===== src/rtl/disp_axi_pkg.sv =====
// Shared definitions for the display AXI read path.
//  - ARB_* : read-arbiter state encodings
//  - AXI_ADDR_W / AXI_LEN_W : AR channel field widths
//  - ar_req_t : one AR request (address + burst length-1)
package disp_axi_pkg;

   localparam int AXI_ADDR_W = 32;
   localparam int AXI_LEN_W  = 8;

   typedef enum logic [1:0] {
      ARB_IDLE = 2'b00,
      ARB_ADDR = 2'b01,
      ARB_DATA = 2'b10
   } arb_state_e;

   typedef struct packed {
      logic [AXI_ADDR_W-1:0] addr;
      logic [AXI_LEN_W-1:0]  len;
   } ar_req_t;

endpackage


===== src/rtl/vram_arb_sel.sv =====
// Priority select for the VRAM read arbiter, with the M1 anti-starvation counter.
// Ports:
//  ACLK, ARESETN : clock, async active-low reset
//  arb_en        : arbiter is idle with a request pending; grant is taken this edge
//  req0, req1    : M0 / M1 ARVALID
//  gnt_nxt       : one-hot {M1,M0} grant to register this edge (00 if no request)
module vram_arb_sel
   import disp_axi_pkg::*;
#(
   parameter int MAX_CONSEC = 4
)(
   input  logic       ACLK,
   input  logic       ARESETN,
   input  logic       arb_en,
   input  logic       req0,
   input  logic       req1,
   output logic [1:0] gnt_nxt
);

   localparam int CNT_W = $clog2(MAX_CONSEC + 1);

   logic [CNT_W-1:0] cnt;
   logic             cnt_full;

   assign cnt_full = (cnt == CNT_W'(MAX_CONSEC));

   // M0 wins ties until it has taken MAX_CONSEC grants in a row while M1 waited.
   always_comb begin
      gnt_nxt = 2'b00;
      if (req1 && (!req0 || cnt_full))
         gnt_nxt = 2'b10;
      else if (req0)
         gnt_nxt = 2'b01;
   end

   // Only M0 grants that actually made M1 wait count; anything else clears the run.
   always_ff @(posedge ACLK or negedge ARESETN) begin
      if (!ARESETN)
         cnt <= '0;
      else if (arb_en) begin
         if (gnt_nxt[0] && req1)
            cnt <= cnt_full ? cnt : cnt + 1'b1;
         else
            cnt <= '0;
      end
   end

endmodule


===== src/rtl/vram_rd_arb.sv =====
// Two-requester arbiter for the single AXI HP read port feeding VRAM reads.
// M0 = display read controller (high priority), M1 = secondary reader.
// One whole burst (AR handshake through RLAST) per grant, one outstanding burst.
// Ports:
//  ACLK, ARESETN        : clock, async active-low reset
//  M0_* / M1_*          : requester AR and R channels (RDATA/RLAST broadcast,
//                         RVALID/ARREADY only to the granted requester)
//  S_*                  : AR and R channels toward the PS slave port
//  GRANT                : one-hot owner {M1,M0}, 00 when idle
module vram_rd_arb
   import disp_axi_pkg::*;
#(
   parameter int DATA_W     = 64,
   parameter int MAX_CONSEC = 4
)(
   input  logic                  ACLK,
   input  logic                  ARESETN,
   input  logic [AXI_ADDR_W-1:0] M0_ARADDR,
   input  logic [AXI_LEN_W-1:0]  M0_ARLEN,
   input  logic                  M0_ARVALID,
   output logic                  M0_ARREADY,
   output logic [DATA_W-1:0]     M0_RDATA,
   output logic                  M0_RLAST,
   output logic                  M0_RVALID,
   input  logic                  M0_RREADY,
   input  logic [AXI_ADDR_W-1:0] M1_ARADDR,
   input  logic [AXI_LEN_W-1:0]  M1_ARLEN,
   input  logic                  M1_ARVALID,
   output logic                  M1_ARREADY,
   output logic [DATA_W-1:0]     M1_RDATA,
   output logic                  M1_RLAST,
   output logic                  M1_RVALID,
   input  logic                  M1_RREADY,
   output logic [AXI_ADDR_W-1:0] S_ARADDR,
   output logic [AXI_LEN_W-1:0]  S_ARLEN,
   output logic                  S_ARVALID,
   input  logic                  S_ARREADY,
   input  logic [DATA_W-1:0]     S_RDATA,
   input  logic                  S_RLAST,
   input  logic                  S_RVALID,
   output logic                  S_RREADY,
   output logic [1:0]            GRANT
);

   arb_state_e st;
   logic [1:0] grant_q;
   logic [1:0] gnt_nxt;
   logic       arb_en;
   logic       in_addr;
   logic       in_data;
   ar_req_t    ar_sel;

   assign arb_en = (st == ARB_IDLE) && (M0_ARVALID || M1_ARVALID);

   vram_arb_sel #(
      .MAX_CONSEC (MAX_CONSEC)
   ) u_sel (
      .ACLK    (ACLK),
      .ARESETN (ARESETN),
      .arb_en  (arb_en),
      .req0    (M0_ARVALID),
      .req1    (M1_ARVALID),
      .gnt_nxt (gnt_nxt)
   );

   always_ff @(posedge ACLK or negedge ARESETN) begin
      if (!ARESETN) begin
         st      <= ARB_IDLE;
         grant_q <= 2'b00;
      end else begin
         case (st)
            ARB_IDLE:
               if (arb_en) begin
                  grant_q <= gnt_nxt;
                  st      <= ARB_ADDR;
               end
            ARB_ADDR:
               if (S_ARREADY)
                  st <= ARB_DATA;
            ARB_DATA:
               if (S_RVALID && S_RREADY && S_RLAST) begin
                  grant_q <= 2'b00;
                  st      <= ARB_IDLE;
               end
            default: begin
               grant_q <= 2'b00;
               st      <= ARB_IDLE;
            end
         endcase
      end
   end

   // Valid gating comes from registered state only; ready paths pass straight through.
   assign in_addr = (st == ARB_ADDR);
   assign in_data = (st == ARB_DATA);

   // Requester holds its AR fields until ARREADY, so the mux output stays stable.
   assign ar_sel    = grant_q[1] ? {M1_ARADDR, M1_ARLEN} : {M0_ARADDR, M0_ARLEN};
   assign S_ARVALID = in_addr;
   assign S_ARADDR  = ar_sel.addr;
   assign S_ARLEN   = ar_sel.len;

   assign M0_ARREADY = in_addr && grant_q[0] && S_ARREADY;
   assign M1_ARREADY = in_addr && grant_q[1] && S_ARREADY;

   assign S_RREADY  = in_data && ((grant_q[0] && M0_RREADY) || (grant_q[1] && M1_RREADY));
   assign M0_RVALID = in_data && grant_q[0] && S_RVALID;
   assign M1_RVALID = in_data && grant_q[1] && S_RVALID;

   assign M0_RDATA = S_RDATA;
   assign M1_RDATA = S_RDATA;
   assign M0_RLAST = S_RLAST;
   assign M1_RLAST = S_RLAST;

   assign GRANT = grant_q;

endmodule


===== config.mk =====
export PLATFORM = sky130hd
export DESIGN_NAME = vram_rd_arb
export DESIGN_NICKNAME = d
export VERILOG_FILES = /design/src/rtl/disp_axi_pkg.sv /design/src/rtl/vram_arb_sel.sv /design/src/rtl/vram_rd_arb.sv
export SDC_FILE = /design/constraint.sdc
export NUM_CORES = 1
export LEC_CHECK = 0
export ABC_CLOCK_PERIOD_IN_PS = 1500
export BUFFER_PORTS_ARGS = -buffer_cell sky130_fd_sc_hd__clkbuf_2
export CAP_MARGIN = 15
export CORE_AREA = 4 4 126 128
export CTS_CLUSTER_SIZE = 8
export DETAILED_ROUTE_END_ITERATION = 10
export DIE_AREA = 0 0 130 132
export PLACE_DENSITY_LB_ADDON = 0.1
export SLEW_MARGIN = 20
export SYNTH_ARGS = -nofsm -noshare
export SYNTH_HDL_FRONTEND = slang
export SYNTH_HIERARCHICAL = 1
export SYNTH_SLANG_ARGS = --single-unit

===== constraint.sdc =====
create_clock -name ACLK -period 1.5 [get_ports ACLK]
set_input_delay 0.15 -clock ACLK [delete_from_list [all_inputs] [get_ports ACLK]]
set_output_delay 0.15 -clock ACLK [all_outputs]
set_load 0.03 [all_outputs]

Word-level counts from Yosys, hierarchy flattened
Cells that the tools add are included.

word-level totals
  register bits after elaboration = 7
  latch bits = 0
  RAM bits = 0
  memory bits (read-only) = 0
  input port bits = 153
  output and inout port bits = 178
  logic and storage cells = 47
  memories = 0

operators by class
  add/subtract/negate cells = 1
  multipliers = 0
  divide/modulo/power cells = 0
  order comparisons = 0
  equal/unequal tests = 7
  shift-type cells = 0
  mux-type cells = 11
  bitwise gates (word level) = 1
  reductions and logical operators = 24

operators by type and width
  kind                                                 number
  2-to-1 mux 40 bit                                    1
  logical AND 1 bit                                    16
  one-hot mux 2 bit (3 select lines)                   2
  2-to-1 mux 2 bit                                     5
  2-to-1 mux 3 bit                                     2
  != test 2 bit, second input constant                 3
  AND reduction 3 bit                                  2
  adder 3 x 1 -> 3 bit, second input constant          1
  equality test 3 bit, second input constant           1
  logical OR 1 bit                                     3
  equality test 2 x 1 -> 1 bit, second input constant  1
  equality test 2 bit, second input constant           1
  zero test 2 bit                                      1
  != test 2 x 1 -> 1 bit, second input constant        1
  AND reduction 2 bit                                  1
  zero test 1 bit                                      1
  2-to-1 mux 1 bit                                     1
  inverter 1 bit                                       1

Longest topological paths before layout
Gate-level depths: netlist (run 1).

  word-level depth = 7
  mapped depth = 7

Modules after synthesis
The synthesis (run 1) kept the hierarchy.

modules (own cells, without submodules)
  module        instances  cells each  area each (um^2)  sequential area each (um^2)
  vram_rd_arb   1          205         1916.8            100.1
  vram_arb_sel  1          20          209.0             75.1

Worst setup path after synthesis (run 1)
OpenSTA, ideal clock, no wires.

  path type = flip-flop to output port
  start point = register st[1]
  end point = output M0_ARREADY
  arrival time = 1356 ps
  required time = 1350 ps
  setup slack = -6 ps
  cell stages (with the launch flop) = 3
  buffers on the path = 0
  path through = dfrtp_1 -> nor2b_1 -> and3_1

on the way
  cells in the longest elaborated chain, start to end = 3

RTL lines
  element                          RTL line            text
  from (decl)                      vram_rd_arb.sv:45   arb_state_e st;
  from (signal assigned)           vram_rd_arb.sv:68   st <= ARB_IDLE;
  from (signal assigned)           vram_rd_arb.sv:75   st <= ARB_ADDR;
  from (signal assigned)           vram_rd_arb.sv:79   st <= ARB_DATA;
  equality test 2 x 1 -> 1 bit     vram_rd_arb.sv:94   assign in_addr = (st == ARB_ADDR);
  net S_ARVALID                    vram_rd_arb.sv:36   output logic S_ARVALID,
  logical AND 1 bit (2 in series)  vram_rd_arb.sv:103  assign M0_ARREADY = in_addr && grant_q[0] && S_ARREADY;
  to (decl)                        vram_rd_arb.sv:21   output logic M0_ARREADY,

The timed path passes the listed nets, and every way through them passes these cells.

Final worst setup path (run 1)
  start point = register grant_q[1], in the netlist GRANT[1]
  end point = output S_ARADDR[3]

on the way
  cells in the longest elaborated chain, start to end = 1

RTL lines
  element                 RTL line           text
  from (decl)             vram_rd_arb.sv:46  logic [1:0] grant_q;
  from (signal assigned)  vram_rd_arb.sv:74  grant_q <= gnt_nxt;
  2-to-1 mux 40 bit       vram_rd_arb.sv:98  assign ar_sel = grant_q[1] ? {M1_ARADDR, M1_ARLEN} : {M0_ARADDR, M0_ARLEN};
  to (decl)               vram_rd_arb.sv:34  output logic [AXI_ADDR_W-1:0] S_ARADDR,

No other way between the ends.

==> results of run 1 <==
[repair_timing]
action,CTS,global route
cloned,0,0
hold buffers,1,0
pin swaps,0,1
setup buffers,0,1
resized for setup,81,54
endpoints found under the setup margin,40,43
endpoints found under the hold margin,7,0
[power by group through the flow]
stage                     registers [W]  logic [W]  clock network, W
after floorplan                0.000360    0.00214                 0
after global placement         0.000346    0.00203                 0
after detailed placement       0.000344    0.00201                 0
after CTS                      0.000340    0.00237          0.000467
after global routing           0.000351    0.00267          0.000477
final                          0.000338    0.00252          0.000459
[metrics by stage]
step / instance area, um^2 / total power, W / hold slack, ns / TNS (ns)
final: 2595 / 0.003319 / 0.1637 / 0
after global routing: 2595 / 0.003497 / 0.1920 / -0.09674
after CTS: 2510 / 0.003181 / 0.1751 / -0.1909
after detailed placement: 2067 / 0.002354 / 0.01005 / 0
after global placement: 2067 / 0.002376 / 0.01908 / 0
after floorplan: 2128 / 0.002503 / -0.1456 / 0
[area by class of cell]
| cell class | count | area (um^2) |
|---|---|---|
| clock buffers | 4 | 78.83 |
| fillers | 1662 | 12270 |
| inverters | 4 | 15.01 |
| multi-input cells | 79 | 895.9 |
| flip-flops and latches | 7 | 176.4 |
| well taps | 188 | 235.2 |
| repair buffers | 146 | 1194 |
[flip-flops by register name (all words and copies together), names as in the netlist]
signal and flops:
u_sel/cnt 3, GRANT 2, st 2
[synthesized netlist by cell type (2+ instances only)]
cell      count
buf_6         2
dfrtp_1       7
buf_4       130
nand2_1       4
buf_12        3
nand4_1       2
nand2b_1      2
nor2b_1       2
inv_1         4
ha_1          2
nand3_1       4
mux2_4       36
mux2_2        4
and3_1        4
nand3b_1      2
[logic make-up after synthesis]
kind of cell    Yosys count  share of synthesized area
fa+ha+maj                 2                    0.01177
mux                      41                     0.2802
buf+inv                 139                     0.5050
simple gates             26                    0.07416
compound gates           10                    0.04650
flops                     7                    0.08240
[critical path, delay by kind of cell (launching register included)]
kind,cells,cell delay [ns]
flops,1,0.40
buf+inv,2,0.35
mux,1,0.34
[metal layers]
metal | vias up | track usage | wire, um
li1 | 645 | - | -
met2 | 161 | 0.1189 | 3136
met5 | - | 0 | 0
met1 | 613 | 0.04930 | 1709
met3 | 12 | 0.03930 | 1181
met4 | 0 | 0.01097 | 42
[how the worst min path moves through the flow]
stage,start,end,cells after the start
2_1_floorplan,ARESETN,GRANT[0],0
3_3_place_gp,ARESETN,u_sel/cnt[1],1
3_5_place_dp,ARESETN,u_sel/cnt[1],1
4_1_cts,S_ARREADY,st[1],3
5_1_grt,S_ARREADY,st[1],3
6_report,S_ARREADY,st[1],3
==> flow_summary.ini, run 1 <==
[floorplanning]
core_area_mm2 = 0.01486
start_util = 0.1430
die_y_um = 132
rows = 45
fp.dieW_um = 130
ios = 331
die_area_mm2 = 0.01716

[clocking]
clkLatencyLatePin_ns = 0.23
cts_tree = done
cts_buffer_depth = 2
clkTransAtPathRegs_ns = 0.04
cts-root-buf = clkbuf_16
cts.sinks = 7
numCtsBuffers = 3
ctsHtreeMaxLevel = 1

[detailed_routing]
first_pass_iters = 4
via_per_inst = 3.343
num_vias = 1431
drcViolationCount = 0
finalWirelength_mm = 6.069
ant_nets = 0
wl_per_cell_um = 14.18
drtIter0Drc = 22

[power]
p_clk_frac = 0.138
leakage_nw = 1.321
netSwitchingFraction = 0.4186
pwr-share-seq = 0.102
irDropWorstVdd_mv = 0.3548
p_sw_w = 0.001390
p_comb_frac = 0.760
power.density_mw_per_mm2 = 1279
p_int_w = 0.001930

[critical_path]
crit_chain = buf_12 > mux2_4 > buf_8
reg2reg_slack_ns = 0.23
critPathArrivalTime_ns = 1.34
critPathCapture = S_ARADDR[3]
worstReg2RegEnd = u_sel/cnt[2]
reg2reg_depth = 5
reg2reg_from = st[1]
crit_slowest_cell = dfrtp_2
end_kind = primary output
cp-startpoint = GRANT[1]
crit_path_max_incr_delay_ns = 0.40
start_kind = flip-flop
path_class = reg2out
path_max_fanout = 23
critical_path_required_ns = 1.35

[global_routing]
grt_antenna_before_repair = 0
first_global_vias = 1485
overflow = 0
track_usage = 0.06044
grt_max_degree = 24
grt_pass1_wl_mm = 8.155

[placement]
io_buffers = 138
dp_hpwl_mm = 5.248
place.gp.congestion = 0.6608
post-place-ws_ns = 0.1919
dpl.cell_count = 422

[final_layout]
final_cell_mix = clkbuf_2, mux2_4, buf_8
final_common_cell = clkbuf_2
drive_above_1_share = 0.8250
final_cell_count_no_fill = 428
final_core_util = 0.1746
antenna_cells = 0
syn2layout_area_growth_pct = 22.07
nets = 396

[sta]
finalSetupViolCount = 0
fin_crit_ns = 1.487
setup_ws_ns = 0.01277
clock_skew_ns = 0.0007602
rsz0062_at_grt = true
finalCritPeriodShare = 0.9915
drv_slew = 0
timing.fmax_mhz = 672.4
tightestPinTransition_ns = 0.2593
final-hold-violation-count = 0
slew_headroom = 0.8271

[yosys]
ys_top_cells_by_area = buf_4, mux2_4, dfrtp_1
synth.largest_area_cell = buf_4
synthFlopType = dfrtp_1
syn_inst = 225
ys_seq_area_frac = 0.08240
avgSynthCellArea_um2 = 9.448
synth-edff-count = 0
yosysUniqueCellTypes = 32
yosys_warnings = 6
syn_nets = 380
ys_ff_latch = 7
async_flop_share = 1.000
netlist_area_mm2 = 0.002126
synth_top_area_frac = 0.4591

[job]
max_cap_viol_count = 0

[outcome]
status = complete, no violations

[worst_hold_path]
hp-class = in2reg
Power figures use the tool's default switching activity.
==> run 2, diff against run 1 <==
--- a/config.mk
+++ b/config.mk
@@ -5,7 +5,7 @@
 export SDC_FILE = /design/constraint.sdc
 export NUM_CORES = 1
 export LEC_CHECK = 0
-export ABC_CLOCK_PERIOD_IN_PS = 1500
+export ABC_CLOCK_PERIOD_IN_PS = 1700
 export BUFFER_PORTS_ARGS = -buffer_cell sky130_fd_sc_hd__clkbuf_2
 export CAP_MARGIN = 15
 export CORE_AREA = 4 4 126 128
==> constraint.sdc (replaced) <==
create_clock -name ACLK -period 1.7 [get_ports ACLK]
set_input_delay 0.17 -clock ACLK [delete_from_list [all_inputs] [get_ports ACLK]]
set_output_delay 0.17 -clock ACLK [all_outputs]
set_load 0.03 [all_outputs]
==> run 2 against run 1 <==
Flip-flop and latch count stayed put. Routed wire length shrank 14%. Utilization decreased by 3.2 points. Worst setup slack improved by 0.12 ns. Combinational power fell by 33%. Total power shrank 27%. Via count down 4.8%. Clock power fell by 10%. Critical path depth stayed put. Global-route usage is 0.47 points lower.
==> flow_summary.ini, run 2 (synthesized netlist as in run 1, its figures left out) <==
[critical_path]
end_kind = primary output
critical_path_required_ns = 1.53
critPathCapture = S_ARADDR[31]
path_class = reg2out
reg2reg_slack_ns = 0.34
start_kind = flip-flop
path_max_fanout = 23
reg2reg_depth = 5
worstReg2RegEnd = u_sel/cnt[2]
reg2reg_from = st[1]
cp-startpoint = GRANT[1]
critPathArrivalTime_ns = 1.40

[power]
pwr-share-seq = 0.127
p_int_w = 0.001275
leakage_nw = 1.147
power.density_mw_per_mm2 = 1137
irDropWorstVdd_mv = 0.5449
netSwitchingFraction = 0.4717
p_sw_w = 0.001139
p_clk_frac = 0.170
p_total_w = 0.002414
p_comb_frac = 0.702

[sta]
clock_skew_ns = 0.005281
slew_headroom = 0.8189
finalCritPeriodShare = 0.9218
finalSetupViolCount = 0
rsz0062_at_grt = false
tightestPinTransition_ns = 0.2710
final-hold-violation-count = 0
timing.fmax_mhz = 638.1
drv_slew = 0
setup_tns_ns = 0
fin_crit_ns = 1.567

[global_routing]
overflow = 0
grt_max_degree = 24
track_usage = 0.05574
grt_antenna_before_repair = 0
first_global_vias = 1453
grt_pass1_wl_mm = 7.610

[floorplanning]
ios = 331
rows = 45
start_util = 0.1430
die_y_um = 132
fp.dieW_um = 130
core_area_mm2 = 0.01486
die_area_mm2 = 0.01716

[final_layout]
drive_above_1_share = 0.8128
top_register = u_sel/cnt
final_cell_mix = clkbuf_2, mux2_4, dfrtp_1
antenna_cells = 0
final-seq-area_um2 = 176.4
multi_input_area_um2 = 877.1
final_common_cell = clkbuf_2
syn2layout_area_growth_pct = -0.1176
final_core_util = 0.1428
final_cell_area_mm2 = 0.002123
nets = 391
largest_register_ff_count = 3
fill_cells = 1715

[detailed_routing]
wl_per_cell_um = 12.36
ant_nets = 0
via_per_inst = 3.220
num_vias = 1362
first_pass_iters = 4
finalWirelength_mm = 5.228
drcViolationCount = 0
drtIter0Drc = 22

[placement]
dp_hpwl_mm = 4.569
place_area_mm2 = 0.002034
place.gp.congestion = 0.6435
io_buffers = 138

[clocking]
cts_resized = 0
cts_tree = done
cts_buffer_depth = 2
cts.sinks = 7
clkTransAtPathRegs_ns = 0.04
ctsHtreeMaxLevel = 1
cts-root-buf = clkbuf_16
clkLatencyLatePin_ns = 0.23
numCtsBuffers = 3

[job]
max_cap_viol_count = 0

[worst_hold_path]
hp-class = in2reg

[outcome]
status = complete, no violations
## run 2: cell count changes in the layout (fill, tap and decap cells not counted), moves of 2 or more
cell,before,now
buf_8,40,0
mux2_4,40,36
buf_6,2,0
clkbuf_2,95,138
mux2_2,0,4
buf_4,5,0
## run 2: power groups by stage
stage | Combinational (W) | Clock, W | Sequential [W]
2_1_floorplan | 0.00189 | 0 | 0.000316
3_3_place_gp | 0.00174 | 0 | 0.000316
3_5_place_dp | 0.00172 | 0 | 0.000314
4_1_cts | 0.00173 | 0.000422 | 0.000312
5_1_grt | 0.00182 | 0.000440 | 0.000324
6_report | 0.00170 | 0.000411 | 0.000307
## run 2: what timing repair did
item	4_1_cts	5_1_grt
endpoints found under the setup margin	0	0
endpoints found under the hold margin	7	0
hold buffers	1	0
buffers inserted	0	0
## run 2: worst min path at each step
stage / startpoint / endpoint / slack [ns] / cells past startpoint
2_1_floorplan: ARESETN / GRANT[0] / -0.13 / 0
3_3_place_gp: ARESETN / st[0] / 0.04 / 1
3_5_place_dp: ARESETN / st[1] / 0.03 / 1
4_1_cts: S_ARREADY / st[1] / 0.19 / 3
5_1_grt: S_ARREADY / st[1] / 0.22 / 3
6_report: S_ARREADY / st[1] / 0.19 / 3
## run 2: final cells by class
type	count	share of cell area
Multi-Input combinational cell	79	0.4131
Inverter	4	0.007071
Clock buffer	4	0.03712
Timing Repair Buffer	141	0.3489
Tap cell	188	0.1108
Sequential cell	7	0.08309
## run 2: metrics by stage
stage / hold slack, ns / std cells / worst slack, ns
2_1_floorplan: -0.1256 / 225 / 0.1737
3_3_place_gp: 0.03739 / 418 / 0.3251
3_5_place_dp: 0.03345 / 418 / 0.3314
4_1_cts: 0.1878 / 423 / 0.1010
5_1_grt: 0.2159 / 423 / 0.06592
6_report: 0.1867 / 423 / 0.1329
## run 2: metal layers
layer	up-vias	global-route usage	routed length (um)
met4	0	0.02598	192
li1	633	-	-
met3	25	0.02836	783
met2	140	0.08997	2459
met1	564	0.06029	1793
met5	-	0	0
## run 2: critical path: stages (launching register included)
cell and delay, ns:
dfrtp_2 0.40, buf_12 0.21, mux2_2 0.35, clkbuf_2 0.19
